### src/rtl/ram_arbiter_pkg.sv
// Shared types and constants for the fetch/LSU ram arbiter.
package ram_arb_pkg;

  typedef enum logic [1:0] {
    IDLE   = 2'd0,
    ACCESS = 2'd1,
    WAIT   = 2'd2,
    RESP   = 2'd3
  } state_t;

  localparam logic GNT_INSTR = 1'b0;
  localparam logic GNT_DATA  = 1'b1;

  // Wide enough for the largest read latency (7).
  localparam int unsigned CNT_W = 3;

endpackage

### src/rtl/ram_arbiter_rr_pick2.sv
// Two-way round-robin pick: a lone requester wins, contention goes to the
// port that was not granted last.
module rr_pick2
  import ram_arb_pkg::*;
(
  input  logic i_ireq,
  input  logic i_dreq,
  input  logic i_last_grant,
  output logic o_valid,
  output logic o_winner
);

  always_comb begin
    o_valid  = i_ireq | i_dreq;
    o_winner = GNT_INSTR;
    if (i_ireq && i_dreq) begin
      o_winner = (i_last_grant == GNT_INSTR) ? GNT_DATA : GNT_INSTR;
    end else if (i_dreq) begin
      o_winner = GNT_DATA;
    end
  end

endmodule

### src/rtl/ram_arbiter.sv
// Shares one single-port ram between instruction fetch and load/store,
// round-robin on contention, with registered strobes, data and acks.
module ram_arbiter
  import ram_arb_pkg::*;
#(
  parameter int unsigned ADDR_W = 32,
  parameter int unsigned DATA_W = 32,
  parameter int unsigned RD_LAT = 1
) (
  input  logic              clk,
  input  logic              rst_n,
  input  logic              i_req,
  input  logic [ADDR_W-1:0] i_addr,
  output logic              i_ack,
  output logic [DATA_W-1:0] i_rdata,
  input  logic              d_req,
  input  logic              d_we,
  input  logic [ADDR_W-1:0] d_addr,
  input  logic [DATA_W-1:0] d_wdata,
  output logic              d_ack,
  output logic [DATA_W-1:0] d_rdata,
  output logic              mem_r,
  output logic              mem_w,
  output logic [ADDR_W-1:0] mem_addr,
  output logic [DATA_W-1:0] mem_wdata,
  input  logic [DATA_W-1:0] mem_rdata
);

  localparam logic [CNT_W-1:0] CNT_LOAD = CNT_W'(RD_LAT);
  localparam logic [CNT_W-1:0] CNT_ONE  = CNT_W'(1);

  state_t           r_state;
  logic             r_last_grant;
  logic             r_winner;
  logic             r_we;
  logic [CNT_W-1:0] r_cnt;

  logic w_valid;
  logic w_winner;

  rr_pick2 u_pick (
    .i_ireq       (i_req),
    .i_dreq       (d_req),
    .i_last_grant (r_last_grant),
    .o_valid      (w_valid),
    .o_winner     (w_winner)
  );

  always_ff @(posedge clk or negedge rst_n) begin
    if (!rst_n) begin
      r_state      <= IDLE;
      r_last_grant <= GNT_INSTR;
      r_winner     <= GNT_INSTR;
      r_we         <= 1'b0;
      r_cnt        <= '0;
      mem_r        <= 1'b0;
      mem_w        <= 1'b0;
      mem_addr     <= '0;
      mem_wdata    <= '0;
      i_ack        <= 1'b0;
      d_ack        <= 1'b0;
      i_rdata      <= '0;
      d_rdata      <= '0;
    end else begin
      i_ack <= 1'b0;
      d_ack <= 1'b0;
      case (r_state)
        IDLE: begin
          if (w_valid) begin
            r_winner     <= w_winner;
            r_last_grant <= w_winner;
            r_state      <= ACCESS;
            if (w_winner == GNT_DATA) begin
              r_we      <= d_we;
              mem_addr  <= d_addr;
              mem_wdata <= d_wdata;
              mem_r     <= ~d_we;
              mem_w     <= d_we;
            end else begin
              // Fetch has no write data, so mem_wdata keeps its last value.
              r_we     <= 1'b0;
              mem_addr <= i_addr;
              mem_r    <= 1'b1;
              mem_w    <= 1'b0;
            end
          end
        end
        ACCESS: begin
          mem_r <= 1'b0;
          mem_w <= 1'b0;
          if (r_we) begin
            i_ack   <= (r_winner == GNT_INSTR);
            d_ack   <= (r_winner == GNT_DATA);
            r_state <= RESP;
          end else begin
            r_cnt   <= CNT_LOAD;
            r_state <= WAIT;
          end
        end
        WAIT: begin
          r_cnt <= r_cnt - CNT_ONE;
          // The count of 1 marks the edge on which the ram data is valid.
          if (r_cnt == CNT_ONE) begin
            if (r_winner == GNT_DATA) begin
              d_rdata <= mem_rdata;
            end else begin
              i_rdata <= mem_rdata;
            end
            i_ack   <= (r_winner == GNT_INSTR);
            d_ack   <= (r_winner == GNT_DATA);
            r_state <= RESP;
          end
        end
        RESP: begin
          r_state <= IDLE;
        end
        default: begin
          r_state <= IDLE;
        end
      endcase
    end
  end

endmodule
### config.mk
export PLATFORM = sky130hd
export DESIGN_NAME = ram_arbiter
export DESIGN_NICKNAME = d
export VERILOG_FILES = /design/src/rtl/ram_arbiter_pkg.sv /design/src/rtl/ram_arbiter_rr_pick2.sv /design/src/rtl/ram_arbiter.sv
export SDC_FILE = /design/constraint.sdc
export NUM_CORES = 1
export LEC_CHECK = 0
export BUFFER_PORTS_ARGS = -buffer_cell sky130_fd_sc_hd__buf_2
export CORE_UTILIZATION = 42
export CTS_CLUSTER_SIZE = 20
export DETAILED_ROUTE_END_ITERATION = 8
export PLACE_DENSITY = 0.76
export SLEW_MARGIN = 20
export SYNTH_ARGS = -nofsm -noshare
export SYNTH_HDL_FRONTEND = slang
export SYNTH_SLANG_ARGS = --single-unit
### constraint.sdc
create_clock -name clk -period 1.9 [get_ports clk]
set_input_delay 0.38 -clock clk [delete_from_list [all_inputs] [get_ports clk]]
set_output_delay 0.38 -clock clk [all_outputs]
set_load 0.05 [all_outputs]
==> flow_metrics.env <==
export IMPL_cp_slowest_cell="dfrtp_1"
export IMPL_synth_warnings=0
export IMPL_detail_route_drc_violations=0
export IMPL_endpoint_kind="register"
export IMPL_wl_per_cell_um=15.6
export IMPL_grt_use_met1=0.238
export IMPL_finalSetupViolCount=0
export IMPL_syn_area_um2=5790
export IMPL_outcome="completed"
export IMPL_synth_ff_type="dfrtp_1"
export IMPL_clk_pin_slew_worst_paths_ps=60
export IMPL_core_area_um2=13300
export IMPL_firstDrtPassIters=5
export IMPL_yosysSeqAreaShare=0.601
export IMPL_final_cell_mix="buf_2, dfrtp_1, mux2_2, nand2_1, o21ai_0"
export IMPL_die_h_um=119
export IMPL_synth_edff_count=0
export IMPL_drv_cap=0
export IMPL_grt_antenna_before_repair=0
export IMPL_boundaryPins=265
export IMPL_first_iter_violations=173
export IMPL_synth_top_area_frac=0.601
export IMPL_insertion_delay_ps=420
export IMPL_syn_instance_count=404
export IMPL_grtUsageMet3=0.0599
export IMPL_fin_crit_ps=1810
export IMPL_reg2reg_to="i_rdata[7]"
export IMPL_die_x_um=119
export IMPL_crit_family="simple AND/OR/NAND/NOR gates"
export IMPL_dieArea_um2=14300
export IMPL_finalCritPeriodShare=0.951
export IMPL_vias=4148
export IMPL_synth_area_per_cell_um2=14.3
export IMPL_clock_path_buffers=2
export IMPL_initial_core_util=0.434
export IMPL_fin_skew_ps=15.5
export IMPL_crit_arrival_ps=2090
export IMPL_reg2reg_from="r_state[0]"
export IMPL_syn_to_final_growth_pct=38.0
export IMPL_rr_worst_depth=6
export IMPL_overflow=0
export IMPL_grt_pass1_wl_mm=22.0
export IMPL_insertedDiodeCount=0
export IMPL_fin_nets=817
export IMPL_rsz0062_at_grt="false"
export IMPL_whs_endpoint="mem_wdata[16]"
export IMPL_rows=42
export IMPL_final_common_cell="buf_2"
export IMPL_worstHoldStart="d_wdata[16]"
export IMPL_met2_usage=0.341
export IMPL_hpwl_mm=10.1
export IMPL_tightestPinTransition_ps=471
export IMPL_max_freq_mhz=554
export IMPL_hold_path_class="input pin to register"
export IMPL_slew_headroom=0.685
export IMPL_cts_htree_levels=4
export IMPL_ant_nets=0
export IMPL_grt_max_degree=78
export IMPL_hold_viol_final=0
export IMPL_yosys_area_top_type="dfrtp_1"
export IMPL_grt_pass1_vias=4404
export IMPL_vias_per_cell=4.78
export IMPL_crit_path_max_incr_delay_ps=400
export IMPL_numCtsBuffers=17
export IMPL_critPathMaxFanout=18
export IMPL_root_buffer="clkbuf_16"
export IMPL_synth_nets=543
export IMPL_grt_busiest_layer="met2"
export IMPL_tns_ps=0
export IMPL_holdPathStages=2
export IMPL_grt_usage=0.200
export IMPL_async_flop_share=1.00
export IMPL_cts_tree="done"
export IMPL_critPathRequiredTime_ps=2190
export IMPL_start_kind="register"
export IMPL_slew_violations=0
export IMPL_r2r_slack_ps=90
export IMPL_ys_top_cells_by_area="dfrtp_1, mux2_2, mux2_4"
export IMPL_gp_congestion=0.768
export IMPL_wl_mm=13.5
export IMPL_cts_resized=0
export IMPL_crit_chain="inv_1, ha_1, and3b_4, and2_4, buf_12, mux2_4"
export IMPL_cts_sinks=139
export IMPL_portBuffers=264
export IMPL_drive_gt1_frac=0.585
export IMPL_crit_type="register to register"
export IMPL_path_buf_inv=2
export IMPL_ys_types=31
export IMPL_ys_seq_elements=139
==> how the worst max path moves through the flow <==
stage,from,end,cells after the start
after floorplan,r_state[0],i_rdata[0],7
after global placement,r_state[0],i_rdata[15],6
after detailed placement,r_state[0],i_rdata[3],6
after CTS,r_state[0],i_rdata[7],6
after global routing,r_state[0],i_rdata[8],6
final,r_state[0],i_rdata[7],6
==> final cells by class <==
type                    count  area (um2)
fillers                  1070        5350
flip-flops and latches    139        3480
multi-input cells         239        2130
repair buffers            276        1520
clock buffers              23         468
well taps                 176         220
clock inverters             9         159
inverters                   5        18.8
==> logic make-up (layout without fill, tap and decap cells) <==
logic type,after synthesis,after routing,share of synthesized area
DFF,139,139,0.601
muxes,129,129,0.263
and+or+nand+nor,55,55,0.0410
AOI/OAI and AO/OA,49,49,0.0484
buffers and inverters,26,313,0.0337
adders and majority gates,6,6,0.0130
==> state kept, by name, indices dropped and copies added (netlist names) <==
| signal | cells |
|---|---|
| d_ack | 1 |
| r_cnt | 3 |
| r_winner | 1 |
| mem_addr | 32 |
| r_we | 1 |
| mem_wdata | 32 |
| r_state | 2 |
| i_ack | 1 |
| i_rdata | 32 |
| d_rdata | 32 |
| mem_r | 1 |
| mem_w | 1 |
==> layer usage <==
| metal | vias up | wire (um) |
|---|---|---|
| li1 | 1959 | - |
| met1 | 1982 | 5500 |
| met2 | 191 | 6840 |
| met3 | 16 | 975 |
| met4 | 0 | 190 |
| met5 | - | 0 |
==> synth_stat cells, types with 2 or more instances <==
cell type    n
nand2b_1     2
mux2_2      64
buf_6        4
clkbuf_1     5
ha_1         6
buf_2        6
buf_4        3
mux2i_1     32
nor2_1       5
inv_1        5
a21oi_1      2
mux2_4      30
buf_12       3
dfrtp_1    139
mux2_1       3
a21bo_2      2
a211oi_1     2
o21ai_0     37
nand2_1     42
==> per-stage QoR <==
stage | area, um2 | hold slack, ps | utilization | setup WS [ps] | instances
2_1_floorplan | 5790 | 84.4 | - | 114 | 404
3_3_place_gp | 7360 | 390 | 0.551 | 182 | 834
3_5_place_dp | 7360 | 399 | 0.551 | 87.5 | 834
4_1_cts | 7990 | 180 | 0.599 | 75.3 | 867
5_1_grt | 7990 | 187 | 0.599 | 18.5 | 867
6_report | 7990 | 195 | 0.599 | 93.6 | 867
==> worst register-to-register path, delay by kind of cell, from the launching register on <==
kind | cells | cell delay (ps)
adders and majority gates | 1 | 200
DFF | 1 | 400
buffers and inverters | 2 | 340
muxes | 1 | 340
and+or+nand+nor | 2 | 430
==> repair_timing <==
action	4_1_cts	5_1_grt
hold buffers	1	0
endpoints found under the hold margin	76	0
setup endpoints to repair	0	0
buffers inserted	0	0
Power is left out: the tool's default activity adds up to more than one toggle a clock period on the data nets, which glitch-free logic cannot reach.
